**src/rtl/pipe_alu.sv**
```systemverilog
// pipe_alu: two-stage pipelined ALU with valid/ready handshakes on both sides.
// S1 captures operands and the raw (wrapping) result; S2 applies saturation
// and prepares the flag candidates. Architectural N/Z/V flags commit only
// when the owning result is handed off downstream.
// Optional feature: define PIPE_ALU_ROR_EN to build the rotate-right opcode;
// without it opcode 1000 is treated as illegal and no rotator exists.
module pipe_alu #(
   parameter int WIDTH  = 16,
   parameter int SAT_EN = 1
) (
   input  logic                     clk,
   input  logic                     rst,
   input  logic                     in_valid,
   output logic                     in_ready,
   input  logic [3:0]               in_opcode,
   input  logic [WIDTH-1:0]         in_a,
   input  logic [WIDTH-1:0]         in_b,
   input  logic [$clog2(WIDTH)-1:0] in_shamt,
   output logic                     out_valid,
   input  logic                     out_ready,
   output logic [WIDTH-1:0]         out_result,
   output logic                     out_illegal,
   output logic                     flag_n,
   output logic                     flag_z,
   output logic                     flag_v
);

   localparam int LANES = WIDTH / 8;

   localparam logic [3:0] OP_ADD    = 4'b0000;
   localparam logic [3:0] OP_PADDSB = 4'b0001;
   localparam logic [3:0] OP_SUB    = 4'b0010;
   localparam logic [3:0] OP_AND    = 4'b0011;
   localparam logic [3:0] OP_NOR    = 4'b0100;
   localparam logic [3:0] OP_SLL    = 4'b0101;
   localparam logic [3:0] OP_SRL    = 4'b0110;
   localparam logic [3:0] OP_SRA    = 4'b0111;
`ifdef PIPE_ALU_ROR_EN
   localparam logic [3:0] OP_ROR    = 4'b1000;
`endif

   // Signed overflow of r = a + b: operands agree in sign, result does not.
   function automatic logic add_ovf(input logic signed [WIDTH-1:0] a,
                                    input logic signed [WIDTH-1:0] b,
                                    input logic signed [WIDTH-1:0] r);
      return (a[WIDTH-1] == b[WIDTH-1]) && (r[WIDTH-1] != a[WIDTH-1]);
   endfunction

   // Saturation rail chosen by the sign of the overflowing operands.
   function automatic logic signed [WIDTH-1:0] sat_limit(input logic neg);
      return neg ? {1'b1, {(WIDTH-1){1'b0}}} : {1'b0, {(WIDTH-1){1'b1}}};
   endfunction

   // Per-byte-lane saturation of an already wrapped lane-wise sum.
   function automatic logic [WIDTH-1:0] sat_lanes(input logic [WIDTH-1:0] a,
                                                  input logic [WIDTH-1:0] b,
                                                  input logic [WIDTH-1:0] r);
      logic [WIDTH-1:0] q;
      q = r;
      for (int i = 0; i < LANES; i++) begin
         if ((a[i*8+7] == b[i*8+7]) && (r[i*8+7] != a[i*8+7]))
            q[i*8 +: 8] = a[i*8+7] ? 8'h80 : 8'h7F;
      end
      return q;
   endfunction

`ifdef PIPE_ALU_ROR_EN
   // Rotate right; a shift by WIDTH on the left half yields zero for sh = 0.
   function automatic logic [WIDTH-1:0] rotr(input logic [WIDTH-1:0] a,
                                             input logic [$clog2(WIDTH)-1:0] sh);
      return (a >> sh) | (a << (WIDTH - int'(sh)));
   endfunction
`endif

   logic                     adv_p1, adv_p2;
   logic signed [WIDTH-1:0]  raw_d, res_d;
   logic                     illegal_d, v_d, upd_nv_d, upd_z_d;

   logic                     vld_p1;
   logic [3:0]               opcode_p1;
   logic signed [WIDTH-1:0]  a_p1, b_p1, raw_p1;
   logic                     illegal_p1;

   logic                     vld_p2;
   logic signed [WIDTH-1:0]  res_p2;
   logic                     illegal_p2, n_p2, z_p2, v_p2, upd_nv_p2, upd_z_p2;

   // A stage moves when it is empty or the stage after it is moving.
   assign adv_p2      = !vld_p2 || out_ready;
   assign adv_p1      = !vld_p1 || adv_p2;
   assign in_ready    = adv_p1;
   assign out_valid   = vld_p2;
   assign out_result  = res_p2;
   assign out_illegal = illegal_p2;

   // ---- S1: raw result from the incoming operands ----
   // Raw (wrapping) result and opcode legality decode.
   always_comb begin
      raw_d     = '0;
      illegal_d = 1'b0;
      case (in_opcode)
         OP_ADD:    raw_d = in_a + in_b;
         OP_SUB:    raw_d = in_a - in_b;
         OP_PADDSB: begin
            for (int i = 0; i < LANES; i++)
               raw_d[i*8 +: 8] = in_a[i*8 +: 8] + in_b[i*8 +: 8];
         end
         OP_AND:    raw_d = in_a & in_b;
         OP_NOR:    raw_d = ~(in_a | in_b);
         OP_SLL:    raw_d = in_a << in_shamt;
         OP_SRL:    raw_d = in_a >> in_shamt;
         OP_SRA:    raw_d = $signed(in_a) >>> in_shamt;
`ifdef PIPE_ALU_ROR_EN
         OP_ROR:    raw_d = rotr(in_a, in_shamt);
`endif
         default:   illegal_d = 1'b1;
      endcase
   end

   // S1 occupancy.
   always_ff @(posedge clk or posedge rst) begin
      if (rst)
         vld_p1 <= 1'b0;
      else if (adv_p1)
         vld_p1 <= in_valid;
   end

   // S1 payload, loaded only on an accepted operation.
   always_ff @(posedge clk) begin
      if (adv_p1 && in_valid) begin
         opcode_p1  <= in_opcode;
         a_p1       <= in_a;
         b_p1       <= in_b;
         raw_p1     <= raw_d;
         illegal_p1 <= illegal_d;
      end
   end

   // ---- S2: saturation and flag candidates ----
   // Saturated result, overflow and which flags this opcode owns.
   always_comb begin
      res_d    = raw_p1;
      v_d      = 1'b0;
      upd_nv_d = 1'b0;
      upd_z_d  = 1'b0;
      case (opcode_p1)
         OP_ADD, OP_SUB: begin
            v_d = add_ovf(a_p1, (opcode_p1 == OP_SUB) ? ~b_p1 : b_p1, raw_p1);
            if ((SAT_EN != 0) && v_d)
               res_d = sat_limit(a_p1[WIDTH-1]);
            upd_nv_d = 1'b1;
            upd_z_d  = 1'b1;
         end
         OP_PADDSB: res_d = sat_lanes(a_p1, b_p1, raw_p1);
         OP_AND, OP_NOR, OP_SLL, OP_SRL, OP_SRA: upd_z_d = 1'b1;
`ifdef PIPE_ALU_ROR_EN
         OP_ROR:    upd_z_d = 1'b1;
`endif
         default:   res_d = '0;
      endcase
   end

   // S2 occupancy and the visible result, held while downstream stalls.
   always_ff @(posedge clk or posedge rst) begin
      if (rst) begin
         vld_p2     <= 1'b0;
         res_p2     <= '0;
         illegal_p2 <= 1'b0;
      end else if (adv_p2) begin
         vld_p2 <= vld_p1;
         if (vld_p1) begin
            res_p2     <= res_d;
            illegal_p2 <= illegal_p1;
         end
      end
   end

   // S2 flag candidates, derived from the post-saturation result.
   always_ff @(posedge clk) begin
      if (adv_p2 && vld_p1) begin
         n_p2      <= res_d[WIDTH-1];
         z_p2      <= (res_d == '0);
         v_p2      <= v_d;
         upd_nv_p2 <= upd_nv_d;
         upd_z_p2  <= upd_z_d;
      end
   end

   // ---- Output handshake: architectural flag commit ----
   // Flags change only when the owning result is accepted downstream.
   always_ff @(posedge clk or posedge rst) begin
      if (rst) begin
         flag_n <= 1'b0;
         flag_z <= 1'b0;
         flag_v <= 1'b0;
      end else if (vld_p2 && out_ready) begin
         if (upd_nv_p2) begin
            flag_n <= n_p2;
            flag_v <= v_p2;
         end
         if (upd_z_p2)
            flag_z <= z_p2;
      end
   end

endmodule

```
**config.mk**
```make
export PLATFORM = sky130hd
export DESIGN_NAME = pipe_alu
export DESIGN_NICKNAME = d
export VERILOG_FILES = /design/src/rtl/pipe_alu.sv
export SDC_FILE = /design/constraint.sdc
export NUM_CORES = 1
export LEC_CHECK = 0
export CORE_MARGIN = 2
export CORE_UTILIZATION = 55
export CTS_CLUSTER_DIAMETER = 30
export DETAILED_ROUTE_END_ITERATION = 12
export GPL_TIMING_DRIVEN = 0
export PLACE_DENSITY_LB_ADDON = 0.12
export SYNTH_ARGS = -nofsm -noshare
export SYNTH_HDL_FRONTEND = slang
export SYNTH_SLANG_ARGS = --single-unit
```
**constraint.sdc**
```tcl
create_clock -name clk -period 2.3 [get_ports clk]
set_input_delay 0.46 -clock clk [delete_from_list [all_inputs] [get_ports clk]]
set_output_delay 0.46 -clock clk [all_outputs]
set_load 0.005 [all_outputs]
```
==> results of run 1 <==
==> state kept, by name (all words and copies together) (netlist names) <==
signal / flops
raw_p1: 16
z_p2: 1
upd_nv_p2: 1
illegal_p1: 1
vld_p1: 1
b_p1: 2
flag_v: 1
out_valid: 1
upd_z_p2: 1
n_p2: 1
a_p1: 2
out_illegal: 1
flag_z: 1
flag_n: 1
v_p2: 1
opcode_p1: 4
out_result: 16
==> worst max path at each step <==
| stage | endpoint | slack [ns] | depth (start not counted) |
|---|---|---|---|
| after floorplan | raw_p1[10]$_DFFE_PP_ | -0.76 | 13 |
| after CTS | raw_p1[15]$_DFFE_PP_ | -0.68 | 14 |
| after global routing | raw_p1[15]$_DFFE_PP_ | -0.75 | 12 |
| after global placement | raw_p1[15]$_DFFE_PP_ | -1.91 | 13 |
| after detailed placement | raw_p1[15]$_DFFE_PP_ | -1.99 | 13 |
| final | raw_p1[15]$_DFFE_PP_ | -0.72 | 13 |
==> Yosys cell counts, drive strengths merged (5+ instances only) <==
cell / instances / area [sq um]
a22oi: 7 / 52.55
a211o: 5 / 43.79
inv: 42 / 157.7
nor4: 8 / 77.57
nor3: 25 / 141.4
o21ai: 37 / 185.2
a211oi: 11 / 82.58
a21o: 7 / 52.55
buf: 23 / 138.9
clkbuf: 15 / 56.30
o221ai: 8 / 70.07
a21oi: 54 / 274.0
nor2b: 5 / 31.28
nand2b: 8 / 50.05
mux2: 6 / 67.56
nand2: 53 / 198.9
xnor2: 23 / 209.0
edfxtp: 30 / 900.9
o21a: 7 / 52.55
a31oi: 5 / 31.28
mux2i: 19 / 190.2
mux4: 23 / 559.3
dfrtp: 22 / 550.5
xor2: 11 / 96.34
ha: 48 / 600.6
o31ai: 5 / 37.54
nand3: 8 / 40.04
a221oi: 6 / 52.55
nor2: 66 / 247.7
==> through the flow <==
| stage | hold WS, ns | power (mW) | instances | util [%] |
|---|---|---|---|---|
| after floorplan | 0.4146 | 2.049 | 672 | - |
| after global placement | 0.4316 | 2.545 | 875 | 64.10 |
| after detailed placement | 0.4502 | 2.584 | 875 | 64.10 |
| after CTS | 0.3467 | 3.288 | 903 | 69.38 |
| after global routing | 0.3438 | 3.635 | 913 | 71.90 |
| final | 0.3569 | 3.462 | 913 | 71.90 |
==> cell type report <==
cell class	count	area, sq um	area share [%]
buffer	33	200.2	2.591
clock buffer	6	82.58	1.069
clock inverter	2	13.76	0.1781
inverter	43	162.7	2.105
multi-input combinational	539	4747	61.44
sequential	52	1451	18.79
tap	140	175.2	2.267
timing repair buffer	98	893.4	11.56
==> routing by layer <==
metal	GRT usage, %	share of wire, %
met1	42.61	36
met2	60.49	49
met3	4.762	8.3
met4	15.84	5.7
met5	0	0.056
==> where the power goes <==
part	internal, mW	switching (mW)
clock	0.245	0.296
combinational	0.804	0.938
sequential	1.11	0.0649
==> timing repair <==
| action | 4_1_cts | 5_1_grt |
|---|---|---|
| pin swaps | 44 | 42 |
| setup buffers | 23 | 11 |
| setup endpoints to repair | 16 | 22 |
| gates resized for setup | 124 | 60 |
| cloned | 1 | 0 |
==> logic make-up (layout without fill, tap and decap cells) <==
family | after synthesis | count (layout) | synth area share (%)
AOI/OAI and AO/OA | 199 | 199 | 22.56
xor gates and xnor gates | 34 | 34 | 5.086
adders and majority gates | 53 | 53 | 11.36
buffers and inverters | 81 | 182 | 5.941
DFF | 52 | 52 | 24.18
muxes | 48 | 48 | 13.61
and+or+nand+nor | 205 | 205 | 17.26
==> impl_metrics.py, run 1 <==
metrics = {
    "status": {
        "status": "finished with violations",
        "violations": "negative setup slack",
    },
    "setup_path": {
        "path_cells": "buf_12 -> nor3_4 -> and2_4 -> clkbuf_16 -> a21oi_4 -> xnor2_1 -> ha_1 -> a211o_1 -> nor2_2 -> a211oi_4 -> a221oi_2 -> xnor2_1 -> a221o_1",
        "critical_path_class": "in2reg",
        "crit_top_cell": "xnor2_1",
        "rr_worst_depth": 5,
        "crit_start": "in_opcode[3]",
        "cp.required_ns": 2.36,
        "r2r-end": "z_p2$_DFFE_PP_",
        "reg2reg_slack_ns": 0.10,
        "cp_top_family": "compound AO/OA/AOI/OAI gates",
        "slowest_stage": "a221oi_2",
        "r2r_start": "opcode_p1[1]$_DFFE_PP_",
        "start_kind": "primary input",
        "max_stage_delay_ns": 0.36,
        "cp.arrival_ns": 3.08,
        "worstSetupEndpointType": "flip-flop",
        "cp_max_fo": 5,
        "path_buf_inv": 2,
    },
    "min_path": {
        "worstHoldStart": "in_opcode[0]",
        "hold_depth": 1,
        "hold_class": "in2reg",
        "hold_end": "opcode_p1[0]$_DFFE_PP_",
    },
    "clocking": {
        "cts.sink_count": 52,
        "cts.htree.levels": 2,
        "postCtsHoldBufs": 0,
        "numCtsBuffers": 5,
        "clock_latency_ns": 0.32,
        "clock_path_buffers": 2,
        "cts.reportedPaths.clkPinSlew_ns": 0.08,
        "cts_tree": "built",
        "cts_root_buffer": "clkbuf_8",
    },
    "global_route": {
        "grt_pass1_vias": 5865,
        "grt_pass1_wl_um": 31220,
        "gr-total-overflow": 0,
        "antenna_found_initial": 1,
        "grt_max_degree": 26,
        "grt_usage_pct": 34.77,
    },
    "placed_design": {
        "io_buffers": 63,
        "pre_cts_ws_ns": -1.985,
        "gp_congestion": 1.041,
        "dpl_cell_area_sq_um": 6888,
        "dpl.hpwl_um": 15240,
    },
    "finish": {
        "layout_common_cells": "62 x nor2_1, 52 x nand2_1, 47 x a21oi_1",
        "drive_above_1_share_pct": 24.45,
        "final_area_sq_um": 7726,
        "diodes": 0,
        "final_common_cell": "nor2_1",
        "synthToLayoutAreaGrowth_pct": 28.73,
        "n_fill_cell": 795,
        "fin_nets": 867,
    },
    "timing": {
        "worst_slew_margin_rel_pct": 29.71,
        "fmaxAchievable_mhz": 331.5,
        "tightest_slew_ns": 1.054,
        "setup_slack_ns": -0.7167,
        "slew_viol_final": 0,
        "fin_skew_ns": 0.01351,
        "setup_violations": 14,
        "hold_viol": 0,
        "min_period_over_period_pct": 131.2,
        "fin_crit_ns": 3.017,
        "rsz0062_at_grt": "yes",
        "fin_tns_setup_ns": -7.768,
    },
    "yosys": {
        "syn_area_sq_um": 6002,
        "syn-num-nets": 767,
        "syn_inst": 672,
        "ys_ff_latch": 52,
        "yosysWarnings": 0,
        "synth_area_per_cell_sq_um": 8.932,
        "yosysSeqAreaShare_pct": 24.18,
        "yosysUniqueCellTypes": 85,
        "synth-edff-count": 30,
        "yosys_most_used_dff": "edfxtp_1",
        "async_reset_ff_share_pct": 42.31,
    },
    "die": {
        "coreArea_sq_um": 10750,
        "die-height_um": 108.5,
        "start_util_pct": 55.86,
        "dieArea_sq_um": 11760,
        "fp.dieW_um": 108.5,
        "pin_count": 66,
        "rows": 38,
    },
    "detailed_routing": {
        "antenna_left": 0,
        "drc": 0,
        "routed_via_density": 6.761,
        "wl_um": 21300,
        "vias": 6173,
        "wire_per_inst_um": 23.33,
        "drt_iter0_markers": 765,
        "first_pass_iters": 8,
    },
    "pwr": {
        "p_per_area_nw_per_um2": 448.1,
        "ir_drop_v": 0.0003996,
        "p_leak_nw": 3.202,
    },
    "flow_run": {
        "cap_violations": 0,
    },
}
No activity file was read; power rests on OpenSTA's default activity.
==> run 2, diff against run 1 <==
Settings changed: CTS_BUF_LIST set to sky130_fd_sc_hd__clkbuf_16.
==> run 2 against run 1 <==
- via count fell by 0.24%
- die area did not move
- power rose by 3.4%
- fmax fell by 0.47%
- first-iteration DRC count fell by 11%
- the flow still finishes with violations (negative setup slack)
- register-to-register slack barely moved
- setup slack got worse by 0.014 ns
- final area fell by 0.55%
- combinational power fell by 3%
- utilization fell by 0.40 points
- hold slack improved by 0.019 ns
==> impl_metrics.py, run 2 (synthesis results as in run 1) <==
metrics = {
    "global_route": {
        "grt_usage_pct": 34.76,
        "grt_pass1_wl_um": 31100,
        "grt_max_degree": 26,
        "antenna_found_initial": 1,
        "gr-total-overflow": 0,
        "grt_pass1_vias": 5800,
    },
    "detailed_routing": {
        "vias": 6158,
        "wl_um": 20780,
        "wire_per_inst_um": 22.86,
        "antenna_left": 0,
        "first_pass_iters": 5,
        "drt_iter0_markers": 682,
        "drc": 0,
        "routed_via_density": 6.774,
    },
    "pwr": {
        "finalPower_mw": 3.581,
        "p_per_area_nw_per_um2": 466.0,
        "p_leak_nw": 3.187,
        "ir_drop_v": 0.0006097,
    },
    "timing": {
        "fin_skew_ns": 0.008441,
        "hold_viol": 0,
        "tightest_slew_ns": 1.035,
        "min_period_over_period_pct": 131.8,
        "fin_crit_ns": 3.031,
        "worst_slew_margin_rel_pct": 30.99,
        "slew_viol_final": 0,
        "setup_violations": 15,
        "fmaxAchievable_mhz": 329.9,
        "setup_slack_ns": -0.7310,
        "rsz0062_at_grt": "yes",
    },
    "setup_path": {
        "slowest_stage": "ha_2",
        "max_stage_delay_ns": 0.35,
        "r2r-end": "z_p2$_DFFE_PP_",
        "r2r_start": "opcode_p1[1]$_DFFE_PP_",
        "rr_worst_depth": 5,
        "critical_path_class": "in2reg",
        "cp.required_ns": 2.34,
        "crit_top_cell": "xnor2_1",
        "cp_max_fo": 4,
        "worstSetupEndpointType": "flip-flop",
        "reg2reg_slack_ns": 0.10,
        "path_cells": "buf_8 -> nor4_4 -> and3_4 -> a41oi_2 -> xnor2_1 -> ha_2 -> a21oi_4 -> o21a_1 -> o21ai_1 -> a221oi_2 -> xnor2_1 -> a221o_1",
        "start_kind": "primary input",
        "cp.arrival_ns": 3.07,
    },
    "die": {
        "coreArea_sq_um": 10750,
        "die-height_um": 108.5,
        "start_util_pct": 55.86,
        "dieArea_sq_um": 11760,
        "rows": 38,
        "pin_count": 66,
        "fp.dieW_um": 108.5,
    },
    "finish": {
        "diodes": 0,
        "multi_input_area_sq_um": 4682,
        "drive_above_1_share_pct": 23.67,
        "fin_nets": 863,
        "n_fill_cell": 799,
        "final_common_cell": "nor2_1",
        "synthToLayoutAreaGrowth_pct": 28.02,
        "layout_common_cells": "62 x nor2_1, 52 x nand2_1, 47 x a21oi_1",
        "final_util_pct": 71.51,
        "ff_latch_area_sq_um": 1451,
    },
    "min_path": {
        "hold_class": "in2reg",
        "hold_end": "opcode_p1[0]$_DFFE_PP_",
        "hold_depth": 1,
        "worstHoldStart": "in_opcode[0]",
    },
    "placed_design": {
        "gp_congestion": 1.041,
        "io_buffers": 63,
        "pre_cts_ws_ns": -1.985,
        "dpl.hpwl_um": 15240,
    },
    "clocking": {
        "cts.htree.levels": 2,
        "cts.reportedPaths.clkPinSlew_ns": 0.06,
        "cts_root_buffer": "clkbuf_16",
        "postCtsHoldBufs": 0,
        "cts_tree": "built",
        "clock_path_buffers": 2,
        "cts.sink_count": 52,
        "clock_latency_ns": 0.30,
        "numCtsBuffers": 5,
    },
    "flow_run": {
        "cap_violations": 0,
    },
    "status": {
        "violations": "negative setup slack",
        "status": "finished with violations",
    },
}
[run 2: worst max-delay path by stage]
stage / startpoint / end / slack [ns] / cells past startpoint
floorplan: in_opcode[2] / raw_p1[10]$_DFFE_PP_ / -0.76 / 13
global placement: in_opcode[3] / raw_p1[15]$_DFFE_PP_ / -1.91 / 13
detailed placement: in_opcode[3] / raw_p1[15]$_DFFE_PP_ / -1.99 / 13
CTS: in_opcode[2] / raw_p1[15]$_DFFE_PP_ / -0.70 / 14
global route: in_b[3] / raw_p1[12]$_DFFE_PP_ / -0.79 / 12
finish: in_b[3] / raw_p1[15]$_DFFE_PP_ / -0.73 / 12
[run 2: where the power goes]
part | switching [mW] | total (mW) | leakage, nW | internal (mW)
clock | 0.318 | 0.718 | 0.0705 | 0.400
sequential | 0.0650 | 1.18 | 0.567 | 1.12
combinational | 0.912 | 1.68 | 2.55 | 0.769
[run 2: area by class of cell]
type	count	area share, %
well taps	140	2.280
flip-flops and latches	52	18.89
clock buffers	5	1.628
repair buffers	94	11.32
inverters	43	2.117
multi-input cells	539	60.93
plain buffers	33	2.605
clock inverters	3	0.2280
[run 2: critical path, delay by kind of cell]
kind                       cells  cell delay (ns)
adders and majority gates      1             0.35
buffers and inverters          1             0.10
AOI/OAI and AO/OA              6             1.22
xor gates and xnor gates       2             0.31
and+or+nand+nor                2             0.61
[run 2: layer usage]
layer	wire (um)	global-route usage (%)	vias up	share of wire, %
met2	10070	60.58	374	48
met5	0	0	-	0
met1	7713	42.71	2938	37
li1	-	-	2752	-
met3	1689	4.581	94	8.1
met4	1309	15.66	0	6.3
[run 2: through the flow]
stage,cells,setup TNS [ns],area (sq um),hold WS [ns]
global route,909,-8.726,7684,0.3719
finish,909,-7.963,7684,0.3759
detailed placement,875,-28.57,6888,0.4502
CTS,902,-7.080,7493,0.3677
global placement,875,-26.57,6888,0.4316
floorplan,672,-7.441,6082,0.4146
[run 2: repair_timing]
item / in CTS / in global routing
buffers inserted: 22 / 8
endpoints found under the setup margin: 16 / 22
cloned: 1 / 0
resized for setup: 124 / 51
pin swaps: 44 / 37
